## config.mk

```make
export PLATFORM = sky130hd
export DESIGN_NAME = pipe_field
export DESIGN_NICKNAME = d
export VERILOG_FILES = /design/src/rtl/pipe_field.sv
export SDC_FILE = /design/constraint.sdc
export NUM_CORES = 1
export LEC_CHECK = 0
export BUFFER_PORTS_ARGS = -buffer_cell sky130_fd_sc_hd__buf_4
export CAP_MARGIN = 10
export CORE_MARGIN = 4
export CORE_UTILIZATION = 45
export CTS_BUF_LIST = sky130_fd_sc_hd__clkbuf_2 sky130_fd_sc_hd__clkbuf_4 sky130_fd_sc_hd__clkbuf_8
export DETAILED_ROUTE_END_ITERATION = 6
export SYNTH_ARGS = -nofsm -noshare
export SYNTH_HDL_FRONTEND = slang
export SYNTH_SLANG_ARGS = --single-unit
```

## constraint.sdc

```tcl
create_clock -name Clk -period 7.6 [get_ports Clk]
set_input_delay 0.38 -clock Clk [delete_from_list [all_inputs] [get_ports Clk]]
set_output_delay 0.38 -clock Clk [all_outputs]
set_load 0.02 [all_outputs]
```

## src/rtl/pipe_field.sv

```systemverilog
// Purpose: staggered Flappy Bird pipe generator; moves NUM_PIPES channels left, LFSR gap heights, score pulse.
// Latency: all outputs registered; launch/move/respawn land one Clk after the tick, ScorePulse one Clk after the crossing tick.
// Backpressure: none; Pause freezes the prescaler and positions, Stop freezes everything until Start. Optional: PIPE_SPEEDUP_EN.
module pipe_field #(
  parameter int NUM_PIPES = 3,
  parameter int POS_W     = 10,
  parameter int TICK_DIV  = 500000,
  parameter int X_START   = 1000,
  parameter int X_SPACING = 350,
  parameter int X_OFF     = 1023,
  parameter int Y_BASE    = 75,
  parameter int BIRD_X    = 200
`ifdef PIPE_SPEEDUP_EN
  ,
  parameter int SPEEDUP_EVERY = 5,
  parameter int STEP_MAX      = 4
`endif
) (
  input  logic                       Clk,
  input  logic                       Reset,
  input  logic                       Start,
  input  logic                       Stop,
  input  logic                       Pause,
  output logic [NUM_PIPES*POS_W-1:0] PipePosX,
  output logic [NUM_PIPES*POS_W-1:0] PipePosY,
  output logic [NUM_PIPES-1:0]       Active,
  output logic                       ScorePulse,
  output logic [1:0]                 State
);

  typedef enum logic [1:0] {
    S_IDLE  = 2'b00,
    S_RUN   = 2'b01,
    S_PAUSE = 2'b10,
    S_LOST  = 2'b11
  } state_t;

  localparam int CNT_W = (TICK_DIV > 1) ? $clog2(TICK_DIV) : 1;
  localparam logic [POS_W-1:0] L_X_START  = POS_W'(X_START);
  localparam logic [POS_W-1:0] L_X_OFF    = POS_W'(X_OFF);
  localparam logic [POS_W-1:0] L_Y_BASE   = POS_W'(Y_BASE);
  localparam logic [POS_W-1:0] L_BIRD_X   = POS_W'(BIRD_X);
  // Predecessor position at or below which the next channel launches.
  localparam logic [POS_W-1:0] L_LAUNCH_X = POS_W'(X_START - X_SPACING);

  state_t               r_state, w_state_nx;
  logic [CNT_W-1:0]     r_cnt;
  logic [7:0]           r_lfsr, w_lfsr_nx;
  logic [POS_W-1:0]     r_x [NUM_PIPES];
  logic [POS_W-1:0]     r_y [NUM_PIPES];
  logic [POS_W-1:0]     w_x_nx [NUM_PIPES];
  logic [POS_W-1:0]     w_y_nx [NUM_PIPES];
  logic [NUM_PIPES-1:0] r_act, w_act_nx;
  logic                 r_score;
  logic                 w_pass, w_launched, w_run, w_tick;
  logic [POS_W-1:0]     w_step;

  // x^8+x^6+x^5+x^4+1, shifting left with feedback into bit 0.
  function automatic logic [7:0] f_lfsr_shift(input logic [7:0] v);
    return {v[6:0], v[7] ^ v[5] ^ v[4] ^ v[3]};
  endfunction

  // The prescaler only advances in RUN cycles that are not leaving RUN.
  assign w_run  = (r_state == S_RUN) && !Stop && !Pause;
  assign w_tick = w_run && (r_cnt == CNT_W'(TICK_DIV - 1));

`ifdef PIPE_SPEEDUP_EN
  localparam int SPD_W = (SPEEDUP_EVERY > 1) ? $clog2(SPEEDUP_EVERY) : 1;
  logic [SPD_W-1:0] r_spd_cnt;
  logic [POS_W-1:0] r_step;

  // Count score pulses; every SPEEDUP_EVERY-th one bumps the step up to STEP_MAX.
  always_ff @(posedge Clk or negedge Reset) begin
    if (!Reset) begin
      r_spd_cnt <= '0;
      r_step    <= POS_W'(1);
    end else if (r_state == S_IDLE || (r_state == S_LOST && Start)) begin
      r_spd_cnt <= '0;
      r_step    <= POS_W'(1);
    end else if (w_tick && w_pass) begin
      if (r_spd_cnt == SPD_W'(SPEEDUP_EVERY - 1)) begin
        r_spd_cnt <= '0;
        if (r_step < POS_W'(STEP_MAX)) r_step <= r_step + POS_W'(1);
      end else begin
        r_spd_cnt <= r_spd_cnt + SPD_W'(1);
      end
    end
  end
  assign w_step = r_step;
`else
  assign w_step = POS_W'(1);
`endif

  // Game state register.
  always_ff @(posedge Clk or negedge Reset) begin
    if (!Reset) r_state <= S_IDLE;
    else        r_state <= w_state_nx;
  end

  // Next-state decode; Stop outranks Pause, Start only matters in IDLE and LOST.
  always_comb begin
    w_state_nx = r_state;
    case (r_state)
      S_IDLE:  if (Start) w_state_nx = S_RUN;
      S_RUN:   if (Stop) w_state_nx = S_LOST; else if (Pause) w_state_nx = S_PAUSE;
      S_PAUSE: if (Stop) w_state_nx = S_LOST; else if (!Pause) w_state_nx = S_RUN;
      S_LOST:  if (Start) w_state_nx = S_IDLE;
      default: w_state_nx = S_IDLE;
    endcase
  end

  // Per-tick channel update in channel order, each respawn/launch taking the next LFSR value.
  always_comb begin
    w_x_nx     = r_x;
    w_y_nx     = r_y;
    w_act_nx   = r_act;
    w_lfsr_nx  = r_lfsr;
    w_pass     = 1'b0;
    w_launched = 1'b0;
    for (int i = 0; i < NUM_PIPES; i++) begin
      if (r_act[i]) begin
        // X < step+1 means the next move would reach or cross zero: respawn instead.
        if (r_x[i] <= w_step) begin
          w_x_nx[i] = L_X_START;
          w_y_nx[i] = L_Y_BASE + POS_W'(w_lfsr_nx);
          w_lfsr_nx = f_lfsr_shift(w_lfsr_nx);
        end else begin
          w_x_nx[i] = r_x[i] - w_step;
          if (r_x[i] > L_BIRD_X && w_x_nx[i] <= L_BIRD_X) w_pass = 1'b1;
        end
      end else if (i > 0 && !w_launched && w_act_nx[(i > 0) ? i - 1 : 0] &&
                   w_x_nx[(i > 0) ? i - 1 : 0] <= L_LAUNCH_X) begin
        w_x_nx[i]   = L_X_START;
        w_y_nx[i]   = L_Y_BASE + POS_W'(w_lfsr_nx);
        w_act_nx[i] = 1'b1;
        w_lfsr_nx   = f_lfsr_shift(w_lfsr_nx);
        w_launched  = 1'b1;
      end
    end
  end

  // Datapath: LFSR free-runs in IDLE, channels move on ticks in RUN, LOST+Start clears the field.
  always_ff @(posedge Clk or negedge Reset) begin
    if (!Reset) begin
      r_cnt   <= '0;
      r_lfsr  <= 8'hA5;
      r_act   <= '0;
      r_score <= 1'b0;
      for (int i = 0; i < NUM_PIPES; i++) begin
        r_x[i] <= L_X_OFF;
        r_y[i] <= L_Y_BASE;
      end
    end else begin
      r_score <= 1'b0;
      case (r_state)
        S_IDLE: begin
          r_lfsr <= f_lfsr_shift(r_lfsr);
          r_cnt  <= '0;
          if (Start) begin
            r_x[0]   <= L_X_START;
            r_y[0]   <= L_Y_BASE + POS_W'(r_lfsr);
            r_act[0] <= 1'b1;
          end
        end
        S_RUN: begin
          if (w_tick) begin
            r_cnt   <= '0;
            r_x     <= w_x_nx;
            r_y     <= w_y_nx;
            r_act   <= w_act_nx;
            r_lfsr  <= w_lfsr_nx;
            r_score <= w_pass;
          end else if (w_run) begin
            r_cnt <= r_cnt + CNT_W'(1);
          end
        end
        S_LOST: begin
          if (Start) begin
            r_act <= '0;
            for (int i = 0; i < NUM_PIPES; i++) begin
              r_x[i] <= L_X_OFF;
              r_y[i] <= L_Y_BASE;
            end
          end
        end
        default: ;
      endcase
    end
  end

  genvar g;
  generate
    for (g = 0; g < NUM_PIPES; g++) begin : g_pack
      assign PipePosX[g*POS_W +: POS_W] = r_x[g];
      assign PipePosY[g*POS_W +: POS_W] = r_y[g];
    end
  endgenerate

  assign Active     = r_act;
  assign ScorePulse = r_score;
  assign State      = r_state;

endmodule
```

After elaboration in Yosys (flattened, before gate mapping)

Cells that the tools add are included.

Add/sub/neg operators: 7
$lt $le $gt $ge: 11
Equal/unequal tests: 16
Muxes and demuxes: 67
Bitwise gates (word level): 10
Reduce and logical (&&, ||, !) cells: 27

Operators by type and width:

| operator              | number |
|---|---|
| $mux 10               | 18 |
| $mux 30               | 4 |
| $pmux 20 s2           | 2 |
| $mux 8                | 9 |
| $pmux 10 s3           | 2 |
| $mux 19               | 2 |
| $pmux 19 s2           | 1 |
| $gt 10x8->1 const B   | 3 |
| $le 10x1->1 const B   | 3 |
| $le 10x8->1 const B   | 3 |
| $sub 10x1->10 const B | 3 |
| $add 7x8->9 const A   | 3 |
| $le 10x10->1 const B  | 2 |
| $add 19x1->19 const B | 1 |
| $eq 19x19->1 const B  | 1 |
| $mux 1                | 17 |
| $pmux 8 s2            | 1 |
| $reduce_and 4->1      | 4 |
| $mux 2                | 6 |
| $ne 3x2->1 const B    | 4 |
| $reduce_and 5->1      | 2 |
| $logic_and 1x1->1     | 9 |
| $ne 3x3->1 const B    | 3 |
| $xor 1x1->1           | 9 |
| other kinds (16)      | 26 |

Bits in registers: 93
Output and inout port bits: 66
Logic and storage cells: 150

Depth between registers and ports, before layout

Word-level depth: 17
Mapped depth: 18
Depth with buffers taken out: 16

Worst setup path before layout

Ideal clock, no wire load.

Kind: register to register
Start point: reg r_x, in the netlist PipePosX[0]
End point: reg r_y, in the netlist PipePosY[26]
Setup time: 0.082 ns
Arrival: 4.185 ns
Data required time: 7.518 ns
Slack: 3.334 ns
Cell stages (with the launch flop): 18
Period minus slack after synthesis: 4.266 ns
Cells stage by stage: dfstp_2 > inv_1 > ha_1 > or2_2 > a41oi_1 > o2111ai_1 > a31o_2 > o21ai_1 > nand2_2 > buf_2 > nor2_1 > or2_2 > inv_1 > ha_1 > or3_1 > a311oi_2 > xnor2_1 > o31a_1

Word-level cells in the longest chain between the ends: 13
Elaborated cells between the ends (all ways): 31
Those cells by class: add/sub: 2; order compare: 3; eq/ne: 1; mux: 17; bitwise: 3; reduce/logical: 5

RTL lines:

| what                                                   | line | text |
|---|---|---|
| start, declared                                        | 49   | `logic [POS_W-1:0] r_x [NUM_PIPES];` |
| start signal, assigned                                 | 168  | `r_x <= w_x_nx;` |
| branches (longest 13 deep; another with $sub 10x1->10) | n/a  |  |
| end signal, assigned                                   | 169  | `r_y <= w_y_nx;` |
| end, declared                                          | 50   | `logic [POS_W-1:0] r_y [NUM_PIPES];` |

Parallel ways; which one is timed is not known. The select of a mux whose other input is x is not followed.
A chain may end at the register's enable or synchronous reset.

Final worst setup path

Ends and elaborated chain as after synthesis.

==> results.txt <==
The detail route stage leaves a number of antenna-violating nets equal to 0. The H-tree depth reported by CTS is 3. Measured against the total synthesized area, the mux share comes to 0.0257.

The placed cell count is roughly 1,000. The via density per instance is 6.08. The sink count of the clock tree came out at 90. In this run the worst path has a maximum fanout of 16. The number of buffers on the longest clock path is 2. The setup slack of the critical path after layout is 2.90 ns. The die extent in x is 131 um. The library cells used most frequently in the layout, excluding fill and tap cells, are sky130_fd_sc_hd__nand2_1, sky130_fd_sc_hd__o21ai_0, sky130_fd_sc_hd__nor2_1, sky130_fd_sc_hd__buf_4, sky130_fd_sc_hd__a21oi_1. The number of hold violations in the final report came to 0. The endpoint identified for the worst register-to-register timing path is PipePosY[26]$_DFFE_PN1P_. Setup repair after global routing left no endpoint under its margin. The period utilization came out at 0.618.

For this run, asynchronously set or reset flops after synthesis account for 1.00. The number of input and output port buffers inserted came out at 67. Max-cap violations in this run came to 0. After synthesis, the largest family of logic cells by area is compound AO/OA/AOI/OAI gates.

The die footprint is 17,100 um^2. Power spread over the standard cell area amounts to 339 nW/um^2. The final wirelength came out at 18,400 um. The reg2reg setup slack is 2.90 ns. The worst-margin pin slew came out at 0.961 ns. The mean routed wirelength per cell is approximately 17 um. The relative max-transition margin came out at 0.358. Walking the worst path, the cells encountered are inv_1 > ha_1 > or2_2 > a41oi_1 > o2111ai_1 > a31o_2 > o21ai_1 > nand2_2 > nor2_1 > or2_2 > inv_1 > ha_1 > or3_1 > a311oi_2 > xnor2_1 > o31a_1. The die height is 131 um. The core box area is 14,600 um^2. The synthesized area divided by synthesized cell count is ~8.1 um^2. The worst slack at placement is around 3 ns. The synthesis-to-finish area growth is 11.3%. The flip-flop cell with the highest count after synthesis is sky130_fd_sc_hd__dfstp_2. The final-report max-slew violation count is 0. The worst setup path is launched from a flip-flop.

The compound-cell area share of the yosys netlist is 0.260. The mapped cell area came out at 6780 um^2. The largest individual stage delay along the critical path comes from the cell sky130_fd_sc_hd__dfstp_2.

The all-layer global routing usage came out at 0.217. Detailed routing inserted a total of 6,417 vias. The setup-violating endpoint count in the final report came out at 0.

The adder-cell share of the synthesized area came out at 0.0388. The congestion estimate from routability-driven global placement came to approximately 0.9. The number of synthesized flops with an enable pin came out at 0. In this run the critical register-to-register path is launched from PipePosX[0]$_DFFE_PN1P_.

Synthesis handed over a netlist of 839 instances. The post-synthesis xor/xnor area fraction came out at 0.0504. The clock network latency to the later pin of the worst-skew pair came out at roughly 0.38 ns.

The fraction of final layout cells sized beyond drive strength 1 came out at 0.182. The number of optimization iterations in the first detailed-route pass is 5. The post-CTS setup buffer count came out at 0. The analysis attributes to cell leakage a power of 0.00303 uW. The critical path start-end classification is flip-flop to flip-flop. The highest cell delay on the worst timing path came out at ~0.63 ns.

The number of library cell types mapped by synthesis is 80. The number of antenna violations at the first check in global routing came to 0. The nature of the critical path endpoint is a flip-flop.

The area of placed instances is roughly 7300 um^2. For this run, the top clock speed supported by timing is approximately 0.21 GHz. The register area share after synthesis came out at 0.341. The post-detailed-placement half-perimeter wirelength came out at 13,000 um. The number of antenna diodes in the final layout is 0. The initial utilization of the core area, before any placement, comes to 0.463. The class of the worst hold path is input pin to asynchronous set/reset pin. The cell sitting at the root of the clock tree is a sky130_fd_sc_hd__clkbuf_8. The number of top-level pins came out at 71. Leaving out fill and tap cells, the most frequent cell in the layout is sky130_fd_sc_hd__nand2_1. The number of design rule violations left after detail routing came out at 0.

The number of buffers created by CTS came out at 9. The number of cells on the worst reg-to-reg path is 16. The data arrival time at the worst-slack endpoint came out at between 5 and 6 ns. The count of hold buffers inserted by post-cts repair is 0. The leftover overflow at the end of global routing came out at 0. The time the final worst path needs with I/O delays and setup came out at 4.70 ns.

The number of global-route vias before repair came out at a little under 6,000. The number of placement rows is 44. Excluding fillers, the count of instances in the completed layout stands at 1,056. The maximum vdd ir drop came out at slightly above 0.2 mV. The filler cell count came out at 1,438.

The worst path required time is 7.92 ns. The clock tree from TritonCTS is built. The count of nets after finishing came out at between 800 and 900. The finished layout cell area came out at between 7000 and 8000 um^2. Entering global routing, the biggest net connects between 50 and 60 pins. The worst clock skew came out at roughly 0.014 ns. Counting flops and latches in the post-synthesis netlist gives 90. After the first detailed-routing iteration, the DRC count stood at 408.

Of the total synthesized cell area, the portion taken by AND, OR, NAND and NOR gates is 0.232. The number of warnings printed during yosys synthesis came out at 0. The run finished with clean final reports.

The global-route wire length before repair came out at 30,000 um. The number of gates resized after CTS is 0. Setup total negative slack on the finished layout was measured at 0 ns. After clock tree synthesis, the clock-pin slew on the worst setup and hold paths is 0.10 ns.
## power by group
group	internal (uW)	switching, uW	total [uW]	leakage [uW]
sequential	654	180	834	0.00107
clock	191	189	380	0.000114
combinational	508	832	1340	0.00184
total	1350	1200	2550	0.00303
## logic make-up (layout without fill, tap and decap cells)
logic type	count (synthesis)	count (layout)
AOI/OAI and AO/OA	267	267
xor gates and xnor gates	39	39
adders and majority gates	21	21
buffers and inverters	86	117
DFF	90	90
muxes	17	17
other	1	3
and+or+nand+nor	318	318
## sequential cells by signal, indices dropped and copies added, names as in the netlist
register and cells:
r_lfsr 8, r_cnt 19, PipePosY 27, Active 3, State 2, PipePosX 30
ScorePulse 1
## layout make-up
cell class	instances	area, um^2	share of cell area
Multi-Input combinational cell	665	4120	0.547
Sequential cell	90	2310	0.306
Timing Repair Buffer	74	556	0.0737
Tap cell	184	230	0.0305
Clock buffer	10	131	0.0174
Inverter	27	101	0.0134
Clock inverter	6	91.3	0.0121
## synth_stat cells, types with 17 or more instances
cell | count | area share
sky130_fd_sc_hd__a21oi_1 | 59 | 0.044
sky130_fd_sc_hd__a31oi_1 | 19 | 0.018
sky130_fd_sc_hd__clkbuf_1 | 48 | 0.027
sky130_fd_sc_hd__dfrtp_1 | 44 | 0.16
sky130_fd_sc_hd__dfstp_2 | 46 | 0.18
sky130_fd_sc_hd__ha_1 | 21 | 0.039
sky130_fd_sc_hd__inv_1 | 27 | 0.015
sky130_fd_sc_hd__nand2_1 | 100 | 0.055
sky130_fd_sc_hd__nand3_1 | 17 | 0.013
sky130_fd_sc_hd__nor2_1 | 78 | 0.043
sky130_fd_sc_hd__o21ai_0 | 80 | 0.059
sky130_fd_sc_hd__xnor2_1 | 25 | 0.032
## worst max-delay path: cells and delay by family, from the launching register on
| family | cells | cell delay, ns |
|---|---|---|
| buf+inv | 2 | 0.16 |
| compound gates | 6 | 1.88 |
| flops | 1 | 0.63 |
| simple gates | 5 | 1.36 |
| xor+xnor | 1 | 0.10 |
| fa+ha+maj | 2 | 0.51 |
## worst max path at each step
stage | endpoint | slack, ns | start | depth (start not counted)
2_1_floorplan | PipePosY[26]$_DFFE_PN1P_ | 3.33 | PipePosX[0]$_DFFE_PN1P_ | 17
3_3_place_gp | PipePosY[26]$_DFFE_PN1P_ | 3.13 | PipePosX[0]$_DFFE_PN1P_ | 16
3_5_place_dp | PipePosY[26]$_DFFE_PN1P_ | 2.99 | PipePosX[0]$_DFFE_PN1P_ | 16
4_1_cts | PipePosY[26]$_DFFE_PN1P_ | 2.95 | PipePosX[0]$_DFFE_PN1P_ | 16
5_1_grt | PipePosY[26]$_DFFE_PN1P_ | 2.54 | PipePosX[0]$_DFFE_PN1P_ | 16
6_report | PipePosY[26]$_DFFE_PN1P_ | 2.90 | PipePosX[0]$_DFFE_PN1P_ | 16
## metal layers
metal	up-vias	global-route usage	part of all wire	wire length, um
li1	3092	-	-	-
met1	3092	0.304	0.47	8620
met2	204	0.348	0.47	8580
met3	29	0.0280	0.046	852
met4	0	0.0750	0.019	347
met5	-	0	0	0
## through the flow
stage | utilization | total power, uW | hold WS, ns
2_1_floorplan | - | 1750 | 0.0844
3_3_place_gp | 0.500 | 2150 | 0.422
3_5_place_dp | 0.500 | 2170 | 0.425
4_1_cts | 0.515 | 2570 | 0.00218
5_1_grt | 0.515 | 2760 | 0.0332
6_report | 0.515 | 2550 | 0.00505
Power figures use the tool's default switching activity.
